### src/rtl/softmax_pkg.sv
// rtl/softmax_pkg.sv - shared softmax constants, state encoding and power-term helper
package softmax_pkg;

    localparam int CH_NUM_DEF = 65;
    localparam int PWR_SHIFT  = 16;
    localparam int LOGIT_W    = 8;
    localparam int PWR_W      = 24;
    localparam int EXP_W      = 8;

    typedef enum logic [1:0] {
        ST_LOAD = 2'd0,
        ST_SUM  = 2'd1,
        ST_EXP  = 2'd2,
        ST_EMIT = 2'd3
    } state_t;

    // 2^(x-m+PWR_SHIFT), or 0 once the difference drops below -PWR_SHIFT
    function automatic logic [PWR_W-1:0] pwr_term(input logic [LOGIT_W-1:0] x,
                                                  input logic [LOGIT_W-1:0] m);
        logic signed [LOGIT_W:0] d;
        d = $signed({x[LOGIT_W-1], x}) - $signed({m[LOGIT_W-1], m});
        if (d < -PWR_SHIFT) begin
            return '0;
        end
        return PWR_W'(1) << (d + PWR_SHIFT);
    endfunction

endpackage

### src/rtl/lod24.sv
// rtl/lod24.sv - combinational 24-bit leading-one detector
module lod24 (
    input  logic [23:0] din,
    output logic [4:0]  pos
);

    always_comb begin
        pos = '0;
        for (int i = 0; i < 24; i++) begin
            if (din[i]) begin
                pos = 5'(i);
            end
        end
    end

endmodule

### src/rtl/softmax_exp_accum.sv
// rtl/softmax_exp_accum.sv - per-cell max/power-sum accumulation and dividend replay
module softmax_exp_accum
    import softmax_pkg::*;
#(
    parameter int CH_NUM = CH_NUM_DEF
) (
    input  logic               aclk,
    input  logic               rst_n,
    input  logic               s_tvalid,
    output logic               s_tready,
    input  logic [LOGIT_W-1:0] s_tdata,
    output logic               m_tvalid,
    input  logic               m_tready,
    output logic [EXP_W-1:0]   m_divisor_exponent,
    output logic [PWR_W-1:0]   m_dividend_power,
    output logic               m_tlast
);

    localparam int AW = (CH_NUM > 1) ? $clog2(CH_NUM) : 1;
    localparam int CW = 8;
    localparam logic [CW-1:0] LAST = CW'(CH_NUM - 1);
    localparam logic [CW-1:0] NUM  = CW'(CH_NUM);

    state_t state, state_nxt;

    logic [LOGIT_W-1:0] buf_mem [0:CH_NUM-1];
    logic [LOGIT_W-1:0] rd_data;
    logic [LOGIT_W-1:0] max_q;
    logic [CW-1:0]      ch_cnt;
    logic [CW-1:0]      sum_cnt;
    logic [CW-1:0]      iss_cnt;
    logic [PWR_W-1:0]   s_q;
    logic [PWR_W:0]     s_sum;
    logic [PWR_W-1:0]   rd_term;
    logic [4:0]         lead_pos;
    logic [AW-1:0]      rd_addr;
    logic               pf_valid;
    logic               in_fire;
    logic               out_fire;
    logic               out_load;
    logic               iss;
    logic               rd_en;
    logic               acc_en;

    lod24 u_lod24 (
        .din (s_q),
        .pos (lead_pos)
    );

    always_ff @(posedge aclk) begin
        if (!rst_n) begin
            state <= ST_LOAD;
        end else begin
            state <= state_nxt;
        end
    end

    always_comb begin
        state_nxt = state;
        case (state)
            ST_LOAD: if (in_fire && ch_cnt == LAST)  state_nxt = ST_SUM;
            ST_SUM:  if (sum_cnt == NUM)             state_nxt = ST_EXP;
            ST_EXP:                                  state_nxt = ST_EMIT;
            ST_EMIT: if (out_fire && m_tlast)        state_nxt = ST_LOAD;
            default:                                 state_nxt = ST_LOAD;
        endcase
    end

    // EXP already fetches channel 0 so the first output beat is ready on EMIT entry
    always_comb begin
        s_tready = (state == ST_LOAD);
        in_fire  = s_tready && s_tvalid;
        out_fire = m_tvalid && m_tready;
        out_load = (state == ST_EMIT) && pf_valid && (!m_tvalid || m_tready);
        iss      = (state == ST_EXP) ||
                   ((state == ST_EMIT) && (iss_cnt < NUM) && (!pf_valid || out_load));
        rd_en    = ((state == ST_SUM) && (sum_cnt < NUM)) || iss;
        rd_addr  = (state == ST_SUM) ? sum_cnt[AW-1:0] : iss_cnt[AW-1:0];
        acc_en   = (state == ST_SUM) && (sum_cnt != '0);
    end

    assign rd_term = pwr_term(rd_data, max_q);
    assign s_sum   = {1'b0, s_q} + {1'b0, rd_term};

    always_ff @(posedge aclk) begin
        if (in_fire) begin
            buf_mem[ch_cnt[AW-1:0]] <= s_tdata;
        end
        if (rd_en) begin
            rd_data <= buf_mem[rd_addr];
        end
    end

    always_ff @(posedge aclk) begin
        if (!rst_n) begin
            ch_cnt             <= '0;
            sum_cnt            <= '0;
            iss_cnt            <= '0;
            max_q              <= '0;
            s_q                <= '0;
            pf_valid           <= 1'b0;
            m_tvalid           <= 1'b0;
            m_tlast            <= 1'b0;
            m_dividend_power   <= '0;
            m_divisor_exponent <= '0;
        end else begin
            if (in_fire) begin
                ch_cnt <= (ch_cnt == LAST) ? '0 : ch_cnt + 1'b1;
                if (ch_cnt == '0 || $signed(s_tdata) > $signed(max_q)) begin
                    max_q <= s_tdata;
                end
            end

            sum_cnt <= (state == ST_SUM) ? sum_cnt + 1'b1 : '0;

            if (in_fire && ch_cnt == LAST) begin
                s_q <= '0;
            end else if (acc_en) begin
                s_q <= s_sum[PWR_W] ? '1 : s_sum[PWR_W-1:0];
            end

            if (state == ST_EXP) begin
                m_divisor_exponent <= EXP_W'(lead_pos) - EXP_W'(PWR_SHIFT);
            end

            if (iss) begin
                iss_cnt <= iss_cnt + 1'b1;
            end else if (state == ST_LOAD) begin
                iss_cnt <= '0;
            end

            if (iss) begin
                pf_valid <= 1'b1;
            end else if (out_load) begin
                pf_valid <= 1'b0;
            end

            if (out_load) begin
                m_tvalid         <= 1'b1;
                m_dividend_power <= rd_term;
                m_tlast          <= (iss_cnt == NUM);
            end else if (out_fire) begin
                m_tvalid <= 1'b0;
            end
        end
    end

endmodule

### config.mk
export PLATFORM = sky130hd
export DESIGN_NAME = softmax_exp_accum
export DESIGN_NICKNAME = d
export VERILOG_FILES = /design/src/rtl/softmax_pkg.sv /design/src/rtl/lod24.sv /design/src/rtl/softmax_exp_accum.sv
export SDC_FILE = /design/constraint.sdc
export NUM_CORES = 1
export LEC_CHECK = 0
export ABC_AREA = 1
export BUFFER_PORTS_ARGS = -buffer_cell sky130_fd_sc_hd__buf_2
export CAP_MARGIN = 0
export CELL_PAD_IN_SITES_DETAIL_PLACEMENT = 0
export CELL_PAD_IN_SITES_GLOBAL_PLACEMENT = 1
export CORE_MARGIN = 8
export CORE_UTILIZATION = 50
export CTS_CLUSTER_DIAMETER = 40
export DETAILED_ROUTE_END_ITERATION = 8
export GPL_TIMING_DRIVEN = 0
export PLACE_DENSITY_LB_ADDON = 0.1
export REMOVE_ABC_BUFFERS = 1
export SETUP_SLACK_MARGIN = 0.15
export SLEW_MARGIN = 15
export SYNTH_ARGS = -nofsm -noshare
export SYNTH_HDL_FRONTEND = slang
export SYNTH_SLANG_ARGS = --single-unit
### constraint.sdc
create_clock -name aclk -period 8.7 [get_ports aclk]
set_input_delay 1.305 -clock aclk [delete_from_list [all_inputs] [get_ports aclk]]
set_output_delay 1.305 -clock aclk [all_outputs]
set_load 0.01 [all_outputs]
# Word-level counts from Yosys, hierarchy flattened
# Memories as Yosys holds them, arrays and structs flattened. A register that Yosys moved wholly into a read port is not among the register bits.
# Index checks and enable logic that the tools add are counted.
[totals] register_bits=93 mem_bits_rw=520 output_inout_bits=35 memories=1
[mem_list] memory="buf_mem" depth=65 width=8 read_ports=1 rd_clocked_by_memory_dff=1 wr=1 line="softmax_exp_accum.sv:26" text="logic [LOGIT_W-1:0] buf_mem [0:CH_NUM-1];"
[op_classes] addsub=7 n_lt_le_gt_ge=4 eq_ne=9 shifts=1 mux=41 n_bitwise=1 reduce_logical=27
[op_table] op="two-way mux 24 bit" n=3
[op_table] op="two-way mux 5 bit" n=8
[op_table] op="two-way mux 4 bit" n=8
[op_table] op="left shift 1 x 32 -> 24 bit (first input constant)" n=1
[op_table] op="adder 24 x 24 -> 25 bit" n=1
[op_table] op="adder 8 x 1 -> 8 bit (second input constant)" n=3
[op_table] op="equality test 8 x 7 -> 1 bit (second input constant)" n=3
[op_table] op="two-way mux 8 bit" n=3
[op_table] op="less-than comparator 8 x 7 -> 1 bit (second input constant)" n=2
[op_table] op="two-way mux 3 bit" n=4
[op_table] op="adder 9 x 6 -> 10 bit (second input constant)" n=1
[op_table] op="logical AND 1 bit" n=10
[op_table] op="two-way mux 2 bit" n=5
[op_table] op="less-than comparator 9 x 5 -> 1 bit (second input constant)" n=1
[op_table] op="subtractor 8 x 8 -> 9 bit" n=1
[op_table] op="greater-than comparator 8 bit" n=1
[op_table] op="logical NOT 8 bit" n=1
[op_table] op="two-way mux 1 bit" n=8
[op_table] op="case mux 2 bit (4 select lines)" n=1
[op_table] op="nonzero test 8 bit" n=1
[op_table] op="two-way mux 7 bit" n=1
[op_table] op="nonzero test 2 bit" n=3
[op_table] op="subtractor 5 x 5 -> 6 bit (second input constant)" n=1
[op_table] op="logical OR 1 bit" n=5
[op_table] op="10 further kinds" n=14

# Depth between registers and ports, before layout
[depth] ltp_word=24 mapped_depth=32 mapped_depth_nobuf=32

# Hierarchy
# Synthesis repeated with hierarchy kept, for this count alone.
[unflattened] hier_cells=2465 hier_area_um2=27029.7
[modules_own_cells] mod="softmax_exp_accum" n_inst=1 cells_each=2399 area_each_um2=26715.6
[modules_own_cells] mod="lod24" n_inst=1 cells_each=66 area_each_um2=314.1

# Worst setup path before layout
# OpenSTA, ideal clock, no wires.
[synth_path] kind="register to register" startpoint="register rd_data[0], read port of buf_mem" endpoint="register s_q[18]" setup_time_ns=0.117 t_arrival_ns=4.183 setup_slack_ns=4.400 stages_incl_launch_ff=29 path_buffers=0 synth_period_minus_slack_ns=4.300 cell_sequence="edfxtp_1 inv_1 ha_1 inv_1 fa_1 nand3_1 nand2_1 xor2_1 ha_1 inv_1 xor2_1 a21oi_4 nand4_1 nor2_1 nand3_1 inv_1 ha_1 fa_1 nand3_1 nand3_1 a21boi_1 o21ai_1 a21boi_1 o21ai_1 a21oi_1 o21ai_1 xor2_1 nor2_1 nor2_1"
[synth_between] elab_chain_len=6 elab_cells_between_ends=8
[synth_lines] element="start: declaration" line="softmax_exp_accum.sv:27" text="logic [LOGIT_W-1:0] rd_data;"
[synth_lines] element="subtractor 8 x 8 -> 9 bit (*)" line="softmax_pkg.sv:21" text="d = $signed({x[LOGIT_W-1], x}) - $signed({m[LOGIT_W-1], m});"
[synth_lines] element="adder 9 x 6 -> 10 bit / less-than comparator 9 x 5 -> 1 bit (equally long branches)" line="softmax_pkg.sv:25, softmax_pkg.sv:22"
[synth_lines] element="left shift 1 x 32 -> 24 bit / two-way mux 1 bit (equally long branches)" line="softmax_pkg.sv:25, softmax_pkg.sv:22"
[synth_lines] element="two-way mux 24 bit (*)" line="softmax_pkg.sv:25" text="return PWR_W'(1) << (d + PWR_SHIFT);"
[synth_lines] element="via rd_term[0]" line="softmax_exp_accum.sv:34" text="logic [PWR_W-1:0] rd_term;"
[synth_lines] element="adder 24 x 24 -> 25 bit (*)" line="softmax_exp_accum.sv:83" text="assign s_sum = {1'b0, s_q} + {1'b0, rd_term};"
[synth_lines] element="two-way mux 24 bit (*)" line="softmax_exp_accum.sv:119" text="s_q <= s_sum[PWR_W] ? '1 : s_sum[PWR_W-1:0];"
[synth_lines] element="end signal: assignment" line="softmax_exp_accum.sv:119"
[synth_lines] element="end: declaration" line="softmax_exp_accum.sv:32" text="logic [PWR_W-1:0] s_q;"
# Mark *: on every way through the listed nets, which the timed path passes. The rest lies on a longest branch.
# A chain may end at the register's enable or synchronous reset.

# Final worst setup path
[layout_path] startpoint="register rd_data[0], read port of buf_mem" endpoint="register s_q[22]"
# Same word-level chain as after synthesis.

==> run metrics <==
buffer levels on the longest clock path 3; Pre-antenna DRT Iters 5; Worst-Skew Late Latency 640 ps; leading cell type in the layout, fill and taps excluded edfxtp_1; Chip Height 247 um; post-synthesis sequential area ratio 0.663; Worst-Margin Slew 1180 ps; Yosys reg bits ~620; ratio of routed vias to standard cells 5.83; Detail Placement HPWL 41500 um; starting density of the core 0.506; first-pass GRT wire length 107000 um; CTS root buffer clkbuf_16; mean area per synthesized cell approximately 11 um2; CTS buffer count 99; horizontal extent of the die 247 um; prevailing post-synth register cell edfxtp_1; count of flip-flops with a built-in enable after synthesis approximately 530; H-tree level count 3; Final Routed Wirelength 69300 um; path type of the worst min-delay path reg2reg; final hold vios 0; total standard cell area after synthesis 26600 um2; vias in the first global route 18000; total number of vias 18700; number of warnings issued by yosys 0; area of the die 60900 um2; IO buf count 46; max-cap viol count 0; total power divided by cell area 297 nW/um2; Max transition margin 0.210; fraction of registers with async set or reset after synthesis 0; final global-route overflow total 0; Design Power between 9 and 10 mW; Post-DRT Antenna Nets 0; Post-CTS Setup Inserts 0; required time of the worst setup path 9170 ps; unrepaired setup endpoints after global routing false; weighted congestion reported at the end of routability-driven placement roughly 0.84; startpoint type of the worst setup path flip-flop; worst vdd ir 203 uV; fraction of the cycle the final worst path needs 0.662; Filler cells 4336; total inserted antenna cells 0; met1 routed wirelength after detailed routing 30200 um; worst-path maximum fanout 17; clock tree from TritonCTS done; CTS-repair resized insts 0; max layer used met4; hold_ws 459 ps; clock skew after layout between 20 and 25 ps; Achievable Freq 174 MHz; largest net degree at the start of global routing 144; type of the worst setup path reg2reg; fraction of final layout cells sized beyond drive strength 1 0.102; Final #Nets 2494; Layout area overhead 16.1%; Worst Path Arrival 6230 ps; 1st-iter DRT viols 1628; average wire per standard cell 21.6 um; unique cell type count in the Yosys netlist approximately 50; leakage 10.9 nW; total global-route track usage 0.227; total length of routed met2 wires 32800 um; number of hold buffers added after CTS 0; result of the run complete, no violations; number of instances in the placed design 3013; Core Box Area around 53000 um2; IO Count 47; commonest cells after routing, fill and taps aside edfxtp_1, nor2_1, o21ai_0; final setup violation count 0; DR WL met3 4190 um; final max-slew violation count 0; instance count of the mapped netlist 2392; clock period minus final worst setup slack 5760 ps; std cell rows 84; clock-pin slew on the worst setup and hold paths around 50 ps; aggregate negative setup slack 0 ps; initial antenna violation count 0; final cell count without fillers 3201; DR DRC count 0; clk sink count 618; kind of capture point of the worst setup path flip-flop
logic make-up after synthesis:
family                   Yosys count  share of synthesized area
XOR/XNOR                          26                    0.00855
AND/OR/NAND/NOR                  696                      0.105
buffers and inverters            281                     0.0445
adder cells (fa/ha/maj)           56                     0.0269
AO/OA/AOI/OAI                    715                      0.152
flip-flops                       618                      0.663
report_power, final:
group	leakage (nW)	internal, mW	total (mW)	switching, mW
combinational	3.77	0.541	1.94	1.40
sequential	5.48	3.32	3.36	0.0446
clock	1.62	2.41	3.88	1.47
total	10.9	6.26	9.18	2.92
cells in the mapped netlist, types with 16 or more instances:
cell | n | area [um2]
edfxtp_1 | 528 | 15900
nand2_1 | 135 | 507
dfxtp_1 | 90 | 1800
ha_1 | 54 | 676
o22ai_1 | 141 | 882
xor2_1 | 16 | 140
o21ai_0 | 360 | 1800
clkbuf_1 | 74 | 278
buf_2 | 30 | 150
a21oi_1 | 86 | 430
a221oi_1 | 19 | 166
nor3_1 | 16 | 80.1
o211ai_1 | 18 | 135
o21ai_1 | 34 | 170
a31oi_1 | 16 | 100
o221ai_1 | 21 | 184
nor2_1 | 459 | 1720
nand3_1 | 56 | 280
inv_1 | 143 | 537
path summary, 6_finish.rpt:
kind / from / endpoint / slack, ps / cells after the start
worst max-delay path: rd_data[0] / s_q[22] / 2940 / 26
worst min register to register: m_divisor_exponent[3] / m_divisor_exponent[3] / 460 / 2
worst max register to register: rd_data[0] / s_q[22] / 2940 / 26
worst min-delay path: m_divisor_exponent[3] / m_divisor_exponent[3] / 460 / 2
through the flow:
step / area, um2 / utilization / worst slack (ps)
final: 30900 / 0.587 / 2940
after global routing: 30900 / 0.587 / 2460
after CTS: 30900 / 0.587 / 2990
after detailed placement: 27600 / 0.524 / 3050
after global placement: 27100 / 0.515 / 4.16
after floorplan: 26000 / - / 3520
layer usage:
metal	track usage	up-vias
met4	0.0798	0
met3	0.0413	155
met1	0.309	9153
li1	-	8797
met2	0.363	570
met5	0	-
critical path, cell delays in order, from the launching register on:
cell and delay [ps]:
edfxtp_1 350, inv_1 80, ha_1 140, inv_1 60
fa_1 400, nand3_1 100, nand2_1 80, xor2_1 350
ha_1 230, inv_1 50, xor2_1 180, a21oi_4 170
nand4_1 160, nor2_1 460, nand3_1 210, inv_1 110
ha_1 280, a21oi_1 240, o21ai_0 110, nand2_1 70
o211ai_1 80, nand2_1 70, nand3_1 180, a21boi_2 860
inv_2 250, a31oi_1 230, a221oi_1 90
area by class of cell:
class	instances	area (um2)	area share
Inverter	153	589	0.0191
Multi-Input combinational cell	1493	7830	0.253
Sequential cell	618	17700	0.571
Tap cell	688	861	0.0278
Timing Repair Buffer	61	633	0.0205
Clock buffer	110	2530	0.0818
Clock inverter	78	815	0.0263
flip-flops by register name (all words and copies together) (netlist names):
name                flops
state                   2
buf_mem               520
m_divisor_exponent      5
iss_cnt                 8
s_q                    24
rd_data                 8
m_tlast                 1
sum_cnt                 8
max_q                   8
pf_valid                1
m_tvalid                1
m_dividend_power       24
ch_cnt                  8
Note: power is estimated with default switching activity, not from simulation.
